[src/rtl/eth_frame_arbiter.sv]
// eth_frame_arbiter: merges NUM_IN framed word streams into one output stream.
// Whole frames are granted round-robin to sources presenting a start-of-frame
// word. The granted source is passed straight through with no added latency.
// Orphan words seen while idle are discarded and counted. A frame that is
// restarted mid-way, or that runs longer than MAX_WORDS, is closed early.
module eth_frame_arbiter #(
  parameter int NUM_IN    = 4,
  parameter int DATA_W    = 32,
  parameter int MAX_WORDS = 16
) (
  input  logic                       clk,
  input  logic                       rst_n,
  input  logic [NUM_IN-1:0]          in_valid,
  input  logic [NUM_IN-1:0]          in_sop,
  input  logic [NUM_IN-1:0]          in_eop,
  input  logic [NUM_IN*DATA_W-1:0]   in_data,
  output logic [NUM_IN-1:0]          in_ready,
  output logic                       out_valid,
  output logic                       out_sop,
  output logic                       out_eop,
  output logic [DATA_W-1:0]          out_data,
  input  logic                       out_ready,
  output logic [$clog2(NUM_IN)-1:0]  out_src,
  output logic                       frame_err,
  output logic [15:0]                drop_cnt
);

  localparam int SRC_W = $clog2(NUM_IN);
  localparam int CNT_W = $clog2(MAX_WORDS + 1);
  localparam logic [CNT_W-1:0] LAST_BEAT = CNT_W'(MAX_WORDS - 1);
  localparam logic [SRC_W-1:0] LAST_SRC  = SRC_W'(NUM_IN - 1);

  typedef enum logic [1:0] {IDLE, GRANT, XFER} state_t;

  state_t             state, state_nxt;
  logic [SRC_W-1:0]   grant, last_grant, winner;
  logic               any_req;
  logic [CNT_W-1:0]   beat_cnt;
  logic [NUM_IN-1:0]  req, orphan;
  logic               sel_valid, sel_sop, sel_eop;
  logic [DATA_W-1:0]  sel_data;
  logic               out_fire, force_eop, abort;
  logic [3:0]         drop_inc;
  logic [16:0]        drop_sum;
  logic [15:0]        drop_nxt;

  assign req     = in_valid & in_sop;
  assign orphan  = in_valid & ~in_sop;
  assign out_src = grant;

  // Round-robin pick: first requester found searching upward from last_grant+1.
  always_comb begin
    int idx;
    logic [SRC_W-1:0] cand;
    winner  = last_grant;
    any_req = 1'b0;
    idx     = 0;
    cand    = '0;
    for (int k = 1; k <= NUM_IN; k++) begin
      idx = int'(last_grant) + k;
      if (idx >= NUM_IN) idx = idx - NUM_IN;
      cand = SRC_W'(idx);
      if (!any_req && req[cand]) begin
        any_req = 1'b1;
        winner  = cand;
      end
    end
  end

  // Select the fields of the currently granted source.
  always_comb begin
    sel_valid = in_valid[grant];
    sel_sop   = in_sop[grant];
    sel_eop   = in_eop[grant];
    sel_data  = in_data[int'(grant)*DATA_W +: DATA_W];
  end

  // Saturating sum of the orphan words discarded this cycle.
  always_comb begin
    drop_inc = '0;
    for (int i = 0; i < NUM_IN; i++) begin
      if (orphan[i]) drop_inc = drop_inc + 4'd1;
    end
    drop_sum = {1'b0, drop_cnt} + 17'(drop_inc);
    drop_nxt = drop_sum[16] ? 16'hFFFF : drop_sum[15:0];
  end

  // Next-state and output decode; everything is held low while in reset.
  always_comb begin
    state_nxt = state;
    out_valid = 1'b0;
    out_sop   = 1'b0;
    out_eop   = 1'b0;
    out_data  = '0;
    in_ready  = '0;
    frame_err = 1'b0;
    abort     = 1'b0;
    force_eop = 1'b0;
    out_fire  = 1'b0;
    if (rst_n) begin
      case (state)
        IDLE: begin
          in_ready = orphan;
          if (any_req) state_nxt = GRANT;
        end
        GRANT, XFER: begin
          abort = (state == XFER) && sel_valid && sel_sop;
          if (abort) begin
            out_valid = 1'b1;
            out_eop   = 1'b1;
            if (out_ready) begin
              frame_err = 1'b1;
              state_nxt = IDLE;
            end
          end else begin
            force_eop       = (beat_cnt == LAST_BEAT) && !sel_eop;
            out_valid       = sel_valid;
            out_sop         = sel_sop;
            out_eop         = sel_eop || force_eop;
            out_data        = sel_data;
            in_ready[grant] = out_ready;
            out_fire        = sel_valid && out_ready;
            if (out_fire) begin
              if (sel_eop || force_eop) begin
                frame_err = force_eop;
                state_nxt = IDLE;
              end else begin
                state_nxt = XFER;
              end
            end
          end
        end
        default: state_nxt = IDLE;
      endcase
    end
  end

  // State, grant, beat counter and drop counter registers.
  always_ff @(posedge clk) begin
    if (!rst_n) begin
      state      <= IDLE;
      grant      <= '0;
      last_grant <= LAST_SRC;
      beat_cnt   <= '0;
      drop_cnt   <= '0;
    end else begin
      state <= state_nxt;
      if (state == IDLE) begin
        drop_cnt <= drop_nxt;
        if (any_req) begin
          grant    <= winner;
          beat_cnt <= '0;
        end
      end
      if (out_fire) beat_cnt <= beat_cnt + 1'b1;
      if (state != IDLE && state_nxt == IDLE) last_grant <= grant;
    end
  end

endmodule

[config.mk]
export PLATFORM = sky130hd
export DESIGN_NAME = eth_frame_arbiter
export DESIGN_NICKNAME = d
export VERILOG_FILES = /design/src/rtl/eth_frame_arbiter.sv
export SDC_FILE = /design/constraint.sdc
export NUM_CORES = 1
export LEC_CHECK = 0
export ABC_AREA = 1
export BUFFER_PORTS_ARGS = -buffer_cell sky130_fd_sc_hd__buf_2
export CORE_MARGIN = 3
export CORE_UTILIZATION = 35
export CTS_CLUSTER_SIZE = 40
export DETAILED_ROUTE_END_ITERATION = 12
export GPL_ROUTABILITY_DRIVEN = 0
export PLACE_DENSITY_LB_ADDON = 0.15
export REMOVE_ABC_BUFFERS = 1
export SLEW_MARGIN = 20
export SYNTH_ARGS = -nofsm -noshare
export SYNTH_HDL_FRONTEND = slang
export SYNTH_SLANG_ARGS = --single-unit
[constraint.sdc]
create_clock -name clk -period 3.2 [get_ports clk]
set_clock_uncertainty 0.2 [all_clocks]
set_input_delay 0.16 -clock clk [delete_from_list [all_inputs] [get_ports clk]]
set_output_delay 0.16 -clock clk [all_outputs]
set_load 0.01 [all_outputs]
==> summary.txt <==
CTS
  • CTS tree: built
  • Clock Path Buffers: 2
  • CTS H-tree lvls: 1
  • Insertion delay to the later sink of the worst-skew pair: roughly 0.28 ns
  • CTS Buf Count: 3
  • Clock sinks: 27
  • Post-CTS sizing: 0
  • Cts hold-fix bufs: 0
  • Reg clk slew, reported paths: approximately 0.1 ns
  • # Post-CTS Setup Buffers: 0
  • CTS Root Buffer Type: clkbuf_8

Setup path
  • CP required: roughly 3.2 ns
  • Crit-path most repeated cell: inv_1
  • Crit end category: flip-flop
  • Critical path data arrival time: approximately 2.9 ns
  • Worst path slowest cell: fa_1
  • Crit path kind: in2reg
  • Worst setup SP type: input port
  • CP max stage delay: between 0.4 and 0.5 ns
  • CP Cell Sequence: buf_2 -> inv_1 -> nand2_1 -> inv_1 -> nand2_1 -> nand2_1 -> xor2_1 -> ha_1 -> inv_1 -> o21ai_1 -> inv_1 -> fa_1 -> nand3b_1 -> nand3_1 -> inv_1 -> nor3_1 -> nand2_1 -> o21ai_0 -> a21oi_1 -> nor2_1
  • Largest fanout on the critical path: 5
  • Kind of cell adding the most delay to the critical path: simple AND/OR/NAND/NOR gates
  • Critical path buffer and inverter count: 6

Global route
  • Top Usage Layer GRT: met2
  • Largest net degree at the start of global routing: 34
  • GR Layer Usage met3: between 3 and 4%
  • Met1 Use GR: a little over a quarter
  • Grt ovf: 0
  • Initial antenna violation count: 0
  • Global-route wire length before repair: roughly 16000 um
  • Vias in the first global route: about 3.4k
  • GRT Total Usage: around 22%
  • Met2 Use GR: about two fifths

Route
  • Initial DRC count: 208
  • First-pass iteration count of the detailed router: 5
  • Via count: 3951
  • Wirelength, routed: approximately 12000 um
  • # DRC: 0
  • Vias/cell: about 5.3
  • Post-route ant nets: 0
  • Routed len/inst: 15.31 um

Synthesis
  • Synth Register Bits: 27
  • Distinct cells, synth: 37
  • Mux contribution to synthesized area: 0%
  • Post-synth top area cell: dfxtp_1
  • Synth Area in Adders: slightly above 5%
  • Largest family of logic cells by synthesized area: compound AO/OA/AOI/OAI gates
  • FFs w/ async S/R, synth: 0%
  • Compound-Gate Fraction of Synth Area: 32.35%
  • Average size of a mapped cell: 6.107 um2
  • Synth Area in XOR/XNOR: between 3 and 4%
  • Synth top area cells: dfxtp_1, a22oi_1, nand2_1
  • Top_reg_cell synth: dfxtp_1
  • Cell count after synthesis: between 400 and 500
  • Synth Cell Area: between 2000 and 3000 um2
  • Sequential-to-total area share from yosys stat: between 10% and 20%
  • Post-synth EDFFs: 0
  • Syn. warnings: 0
  • Synth Area in Simple Gates: 30.13%
  • Commonest cells post-synth: nand2_1, a22oi_1, a21oi_1, inv_1, nand3_1
  • Top cell type's share of synthesized area: 19.12%
  • Count leader, synth: nand2_1

Place
  • Detail Placement HPWL: a little over 9000 um
  • Post-place instance area: roughly 4000 um2
  • PortBufs: 200

STA
  • Relative slew slack: between 60% and 70%
  • Min Tclk post-route: ~2.9 ns
  • # setup viols final: 0
  • Least-Margin Pin Slew: around 0.53 ns
  • Fin crit share: between 90% and 100%
  • Final Hold Viols: 0
  • Max Slew Vio Count: 0
  • Hold_ws: 0.008016 ns
  • RSZ-0062 raised after global routing: no
  • Max frequency: 345.8 MHz

Final layout
  • Post-route cell area: approximately 4000 um2
  • Fill cell count: just over 800
  • Antenna cells: 0
  • Sequential Area: roughly 540 um2
  • Share of post-route cells with drive strength above 1: 34.77%
  • Layout Nets: between 800 and 900
  • Final core utilization: between 50% and 60%
  • Area grow syn2layout: 40.40%
  • Multi-input combinational cell area: 2019 um2

Floorplanning
  • Starting density of the core: 36.40%
  • Core Area: around 7800 um2
  • IO Pins: approximately 200
  • Die span in y: roughly 96 um
  • DIE WIDTH: 95.89 um
  • Die ar.: slightly above 9000 um2
  • Rows: 32

Power
  • P_leak: approximately 2.1 nW
  • Pwr/cell area: about 570 nW/um2
  • Peak VDD IR: 0.0002879 V

Run
  • Max_cap viols: 0

Worst hold path
  • Type of the worst min-delay path: in2reg

Status
  • Outcome: finished clean
[power by group]
part / switching (mW) / leakage [nW] / total [mW] / internal (mW)
clock: 0.122 / 0.0217 / 0.210 / 0.0889
combinational: 1.01 / 1.88 / 1.58 / 0.570
sequential: 0.0958 / 0.220 / 0.491 / 0.395
total: 1.23 / 2.12 / 2.28 / 1.05
[worst paths after layout]
check,to,slack [ns],depth (start not counted),start
setup / recovery,drop_cnt[7],0.31,20,in_sop[1]
hold / removal,last_grant[1],0.008,2,rst_n
setup reg to reg,beat_cnt[4],0.65,12,out_src[0]
hold reg to reg,beat_cnt[0],0.29,1,beat_cnt[0]
[metrics by stage]
| step | setup TNS [ns] | setup slack, ns | power, mW | std cells |
|---|---|---|---|---|
| after floorplan | 0 | 0.4125 | 1.503 | 441 |
| after global placement | 0 | 0.04763 | 2.044 | 748 |
| after detailed placement | -0.2354 | -0.06513 | 2.067 | 748 |
| after CTS | 0 | 0.2300 | 2.277 | 752 |
| after global routing | 0 | 0.08801 | 2.484 | 752 |
| final | 0 | 0.3082 | 2.280 | 752 |
[state kept, by name (all words and copies together) (netlist names)]
signal      count
drop_cnt       16
last_grant      2
state           2
beat_cnt        5
out_src         2
[worst register-to-register path: cells and delay by family (launching register included)]
kind	cells	cell delay (ns)
DFF	1	0.66
buffers and inverters	3	0.29
AOI/OAI and AO/OA	1	0.16
and+or+nand+nor	8	1.18
[per-layer routing]
layer | share of wire, % | wire length, um
met5 | 0 | 0
met4 | 1.4 | 157
met3 | 9.2 | 1056
met2 | 50 | 5789
met1 | 39 | 4511
[cell usage in the layout (no fill, tap or decap)]
master,count
dfxtp_1,27
ha_1,10
nand3_1,30
nor2_1,22
inv_2,4
clkbuf_8,3
nand2_4,1
nand3b_1,2
o211ai_1,1
buf_4,5
nand4_1,5
a32oi_1,4
a21oi_2,1
nand3_4,1
conb_1,1
nor3_1,5
o21a_1,1
xnor2_1,3
nand2_1,117
xor2_1,7
nor2_4,1
o21ai_1,2
fa_1,1
o21ai_0,14
a21oi_1,52
or2_2,1
inv_1,48
nand2_2,3
nor4_1,3
o22ai_1,1
nor3_2,1
buf_2,200
a31oi_1,1
nor4_2,1
clkinvlp_4,1
nor2_2,3
a22oi_1,64
a21boi_0,1
a211oi_1,2
[cell type report]
class / instances / area share [%]
clock buffers: 3 / 1.040
clock inverters: 1 / 0.1891
inverters: 52 / 4.916
multi-input cells: 362 / 50.87
flip-flops and latches: 27 / 13.61
well taps: 102 / 3.215
repair buffers: 205 / 26.16
[kinds of logic after synthesis]
| family | Yosys count |
|---|---|
| AO/OA/AOI/OAI | 144 |
| XOR/XNOR | 10 |
| adder cells (fa/ha/maj) | 11 |
| buffers and inverters | 74 |
| flip-flops | 27 |
| other | 1 |
| AND/OR/NAND/NOR | 196 |
No activity file was read; power rests on OpenSTA's default activity.
